--- config.mk ---
export PLATFORM = sky130hd
export DESIGN_NAME = usb_tx_sequencer
export DESIGN_NICKNAME = d
export VERILOG_FILES = /design/src/rtl/usb_tx_sequencer.sv
export SDC_FILE = /design/constraint.sdc
export NUM_CORES = 1
export LEC_CHECK = 0
export BUFFER_PORTS_ARGS = -buffer_cell sky130_fd_sc_hd__buf_2
export CAP_MARGIN = 10
export CORE_ASPECT_RATIO = 0.75
export CORE_UTILIZATION = 25
export DETAILED_ROUTE_END_ITERATION = 7
export HOLD_SLACK_MARGIN = 0.08
export PLACE_DENSITY = 0.36
export SYNTH_ARGS = -nofsm -noshare
export SYNTH_HDL_FRONTEND = slang
export SYNTH_SLANG_ARGS = --single-unit
--- constraint.sdc ---
create_clock -name clk -period 3.5 [get_ports clk]
set_clock_uncertainty 0.05 [all_clocks]
set_input_delay 0.35 -clock clk [delete_from_list [all_inputs] [get_ports clk]]
set_output_delay 0.35 -clock clk [all_outputs]
set_load 0.005 [all_outputs]
--- src/rtl/usb_tx_sequencer.sv ---
// usb_tx_sequencer: serialises sync + data bytes onto NRZI-encoded D+/D- with bit stuffing and EOP.
// Line symbols are registered on the same edge that enters the bit they carry.
module usb_tx_sequencer #(
    parameter int CLKS_PER_BIT = 8
) (
    input  logic       clk,
    input  logic       rst,
    input  logic       start,
    input  logic [7:0] tx_byte,
    input  logic       byte_valid,
    input  logic       last_byte,
    output logic       byte_ready,
    output logic       d_plus,
    output logic       d_minus,
    output logic       busy,
    output logic       done,
    output logic       underrun
);
    typedef enum logic [2:0] {IDLE, SYNC, DATA, STUFF, EOP_SE0, EOP_J} state_t;
    state_t     r_state, w_state_nxt;
    logic [7:0] r_cnt;
    logic [2:0] r_idx, w_idx_nxt, r_ones, w_ones_nxt, w_ones_inc;
    logic [7:0] r_shift, w_shift_nxt;
    logic       r_last, w_last_nxt, r_end, w_end_nxt, r_level, w_level_nxt;
    logic       r_dp, r_dm, r_done;
    logic       w_strobe, w_bit, w_nbit, w_tick, w_sym, w_base;

    assign w_strobe   = (r_cnt == 8'(CLKS_PER_BIT - 1));
    assign w_bit      = (r_state == SYNC) ? (r_idx == 3'd7) : r_shift[r_idx];
    assign w_ones_inc = w_bit ? r_ones + 3'd1 : 3'd0;
    assign byte_ready = w_strobe && (r_idx == 3'd7) && (r_state == SYNC || (r_state == DATA && !r_last));
    assign underrun   = byte_ready && !byte_valid;
    assign busy       = (r_state != IDLE);
    assign done       = r_done;
    assign d_plus     = r_dp;
    assign d_minus    = r_dm;

    always_comb begin
        w_state_nxt = r_state;
        w_idx_nxt   = r_idx;
        w_ones_nxt  = r_ones;
        w_shift_nxt = r_shift;
        w_last_nxt  = r_last;
        w_end_nxt   = r_end;
        if (r_state == IDLE) begin
            if (start) begin
                w_state_nxt = SYNC;
                w_idx_nxt   = 3'd0;
                w_ones_nxt  = 3'd0;
                w_end_nxt   = 1'b0;
                w_last_nxt  = 1'b0;
            end
        end else if (w_strobe) begin
            if (r_state == SYNC || r_state == DATA) begin
                w_idx_nxt  = r_idx + 3'd1;
                w_ones_nxt = (w_ones_inc == 3'd6) ? 3'd0 : w_ones_inc;
                if (byte_ready && byte_valid) begin
                    w_shift_nxt = tx_byte;
                    w_last_nxt  = last_byte;
                end
                w_end_nxt   = underrun || (r_state == DATA && r_idx == 3'd7 && r_last);
                w_state_nxt = (w_ones_inc == 3'd6) ? STUFF : w_end_nxt ? EOP_SE0 : (r_idx == 3'd7) ? DATA : r_state;
            end else if (r_state == STUFF) begin
                w_state_nxt = r_end ? EOP_SE0 : DATA;
            end else if (r_state == EOP_SE0) begin
                w_idx_nxt   = r_idx[0] ? 3'd0 : r_idx + 3'd1;
                w_state_nxt = r_idx[0] ? EOP_J : EOP_SE0;
            end else begin
                w_state_nxt = IDLE;
            end
        end
    end

    // NRZI: the level only moves when a new bit begins; a packet always starts from J
    assign w_tick      = (r_state == IDLE) ? start : w_strobe;
    assign w_sym       = (w_state_nxt == SYNC) || (w_state_nxt == DATA) || (w_state_nxt == STUFF);
    assign w_nbit      = (w_state_nxt == SYNC) ? (w_idx_nxt == 3'd7) : (w_state_nxt == DATA) ? w_shift_nxt[w_idx_nxt] : 1'b0;
    assign w_base      = (r_state == IDLE) ? 1'b1 : r_level;
    assign w_level_nxt = (w_tick && w_sym) ? (w_nbit ? w_base : ~w_base) : r_level;

    always_ff @(posedge clk or posedge rst) begin
        if (rst) begin
            r_state <= IDLE;
            r_cnt   <= 8'd0;
            r_idx   <= 3'd0;
            r_ones  <= 3'd0;
            r_shift <= 8'd0;
            r_last  <= 1'b0;
            r_end   <= 1'b0;
            r_level <= 1'b1;
            r_dp    <= 1'b1;
            r_dm    <= 1'b0;
            r_done  <= 1'b0;
        end else begin
            r_state <= w_state_nxt;
            r_cnt   <= (r_state == IDLE || w_strobe) ? 8'd0 : r_cnt + 8'd1;
            r_idx   <= w_idx_nxt;
            r_ones  <= w_ones_nxt;
            r_shift <= w_shift_nxt;
            r_last  <= w_last_nxt;
            r_end   <= w_end_nxt;
            r_level <= w_level_nxt;
            r_dp    <= w_sym ? w_level_nxt : (w_state_nxt != EOP_SE0);
            r_dm    <= w_sym ? ~w_level_nxt : 1'b0;
            r_done  <= (r_state == EOP_J) && w_strobe;
        end
    end
endmodule
==> results_dict.tcl <==
set metrics [dict create \
    rrSetupSlack_ps 260 \
    p_leak_uw 0.001142 \
    grt_start_max_net_pins 32 \
    cts_setup_buffers 0 \
    highest_layer "met4" \
    status "complete, no violations" \
    finalSetupTns_ps 0 \
    r2r-start "r_cnt[0]" \
    cts.sinks 31 \
    crit_chain "ha_1 -> and3b_1 -> nand2_1 -> nor2_1 -> mux2_4 -> inv_2 -> a21oi_1 -> o211ai_1 -> nand4_2 -> and3_1 -> or3_1" \
    areaGrowthSynthToFinish_pct 17.28 \
    synth_area_leaders "dfrtp_1, nand2_1, ha_1" \
    yosysSeqAreaShare_pct 36.44 \
    ys.flop_type "dfrtp_1" \
    required_ps 3650 \
    grt_pass1_wl_mm 9.280 \
    cts_tree "built" \
    routed_wl_mm 5.693 \
    fmax_ghz 0.3090 \
    path_clk_slew_ps 60 \
    routed_via_density 4.886 \
    dp.cells 352 \
    slew_violations 0 \
    fin_crit_sh_pct 92.46 \
    async_flop_share_pct 100.0 \
    ys_ff_latch 31 \
    maxCapViolCount 0 \
    grt_overflow_total 0 \
    slowest_delay_ps 400 \
    worst_ep_arrival_time_ps 3380 \
    synthCells 229 \
    ios 19 \
    r2r.worst_path.cells 11 \
    final_nets 273 \
    drc 0 \
    period_needed_ps 3236 \
    grt_setup_unrepaired "no" \
    wl_met3_um 212 \
    final_hold_viol_count 0 \
    antenna_found_initial 0 \
    io_buffers 18 \
    first_iter_violations 93 \
    synth_common_cells "nand2_1, dfrtp_1, nor2_1" \
    finalNonFillerCells 360 \
    synth_top_family_by_area "simple AND/OR/NAND/NOR gates" \
    drt-met1-wl_mm 3.319 \
    cts-root-buf "clkbuf_16" \
    end_kind "flip-flop" \
    synth_simple_gate_area_share_pct 26.60 \
    max_slew_margin_pct 47.79 \
    dieArea_mm2 0.008921 \
    dieHeight_um 82.05 \
    cp_slowest_cell "dfrtp_1" \
    syn_avg_cell_area_um2 9.327 \
    start_util_pct 26.39 \
    cts_resized 0 \
    fp.dieW_um 108.7 \
    drt.antenna.violating_nets 0 \
    synth.distinct_cells 63 \
    peakVddDrop_v 0.0002097 \
    wl_met2_mm 2.110 \
    yosysMostFrequentCell "nand2_1" \
    postLayoutCoreUtil_pct 30.95 \
    numCtsBuffers 5 \
    synth_fp_nets 248 \
    first_pass_iters 4 \
    crit_fanout 9 \
    muxShareOfSynthArea_pct 4.979 \
    cp-start-kind "flip-flop" \
    setup_viol 0 \
    powerDensity_mw_per_mm2 689.5 \
    synth_xor_area_share_pct 4.452 \
    cp_num_buf_inv 1 \
    place_hpwl_mm 4.142 \
    hold_buffers 0 \
    routedWlPerCell_um 15.81 \
    max-clock-path-buffers 2 \
    worstMarginPinSlew_ps 783.2 \
    grt_pass1_vias 1641 \
    drive_gt1_share_pct 21.18 \
    clk_latency_ps 280 \
    startpoint "r_cnt[0]" \
    fp-row-count 28 \
    yosysTopAreaCellShare_pct 33.98 \
    rr_endpoint "r_level" \
    routabilityCongestion 0.7260 \
    num_vias 1759 \
    synthAdderAreaFrac_pct 3.515 \
    path_class "flip-flop to flip-flop" \
    synth_compound_area_share_pct 19.98 \
    yosys.area.top_type "dfrtp_1" \
    hp-class "input port to async pin" \
    grt_usage_pct 14.13 \
    synth_edf_count 0 \
    h-tree-depth 2 \
    core_mm2 0.008093 \
    yosys_warnings 0 \
    cp_top_family "simple AND/OR/NAND/NOR gates" \
    n_antenna_cell 0 \
    synthesis.area_mm2 0.002136 \
]
## per-layer routing
| metal | GRT usage (%) | vias up |
|---|---|---|
| met4 | 4.054 | 0 |
| met2 | 17.59 | 36 |
| li1 | - | 890 |
| met3 | 3.095 | 5 |
| met5 | 0 | - |
| met1 | 22.94 | 828 |
## flip-flops by register name, indices dropped and copies added, names as in the netlist, 3 cells and up
name	count
r_ones	3
r_idx	3
r_cnt	8
r_state	3
r_shift	8
## cell usage in the layout (no fill, tap or decap), drive strengths merged, types with 4 or more instances in the layout
| cell type | n |
|---|---|
| nand2 | 40 |
| dfrtp | 29 |
| buf | 25 |
| nor2 | 17 |
| a21oi | 17 |
| nand3 | 10 |
| inv | 9 |
| o21ai | 8 |
| xor2 | 7 |
| o211ai | 7 |
| clkbuf | 7 |
| nand2b | 6 |
| ha | 6 |
| nor2b | 5 |
| and3 | 5 |
| nor3 | 4 |
## report_power, final
| group | internal [µW] | switching, µW |
|---|---|---|
| sequential | 467 | 125 |
| combinational | 299 | 397 |
| clock | 282 | 158 |
## final cells by class
| type | count | area [µm²] |
|---|---|---|
| repair buffers | 25 | 142.6 |
| multi-input cells | 182 | 1271 |
| inverters | 9 | 33.78 |
| flip-flops and latches | 31 | 778.2 |
| clock buffers | 7 | 142.6 |
| clock inverters | 1 | 5.005 |
| well taps | 105 | 131.4 |
| fillers | 848 | 5588 |
## cell families after synthesis
| family | count (synthesis) |
|---|---|
| and+or+nand+nor | 105 |
| AOI/OAI and AO/OA | 55 |
| DFF | 31 |
| buffers and inverters | 16 |
| xor gates and xnor gates | 10 |
| muxes | 6 |
| adders and majority gates | 6 |
## per-stage QoR
stage	cell area [µm²]	hold slack (ps)	setup slack (ps)	total power, µW
final	2505	106.9	263.8	1727
after global placement	2357	417.5	214.3	1311
after global routing	2505	169.6	66.87	1869
after floorplan	2136	398.7	754.9	1099
after detailed placement	2357	419.0	254.4	1291
after CTS	2505	125.6	244.6	1749
## worst max path at each step
stage	slack [ps]	endpoint	cells after the start
2_1_floorplan	750	d_plus	12
3_3_place_gp	210	r_level	11
3_5_place_dp	250	r_level	11
4_1_cts	240	r_level	11
5_1_grt	70	r_level	11
6_report	260	r_level	11
## tightest hold or removal path, cell delays in order
cell and delay, ps:
buf_2 90, inv_1 40, buf_4 380
(Power assumes the default switching activity.)
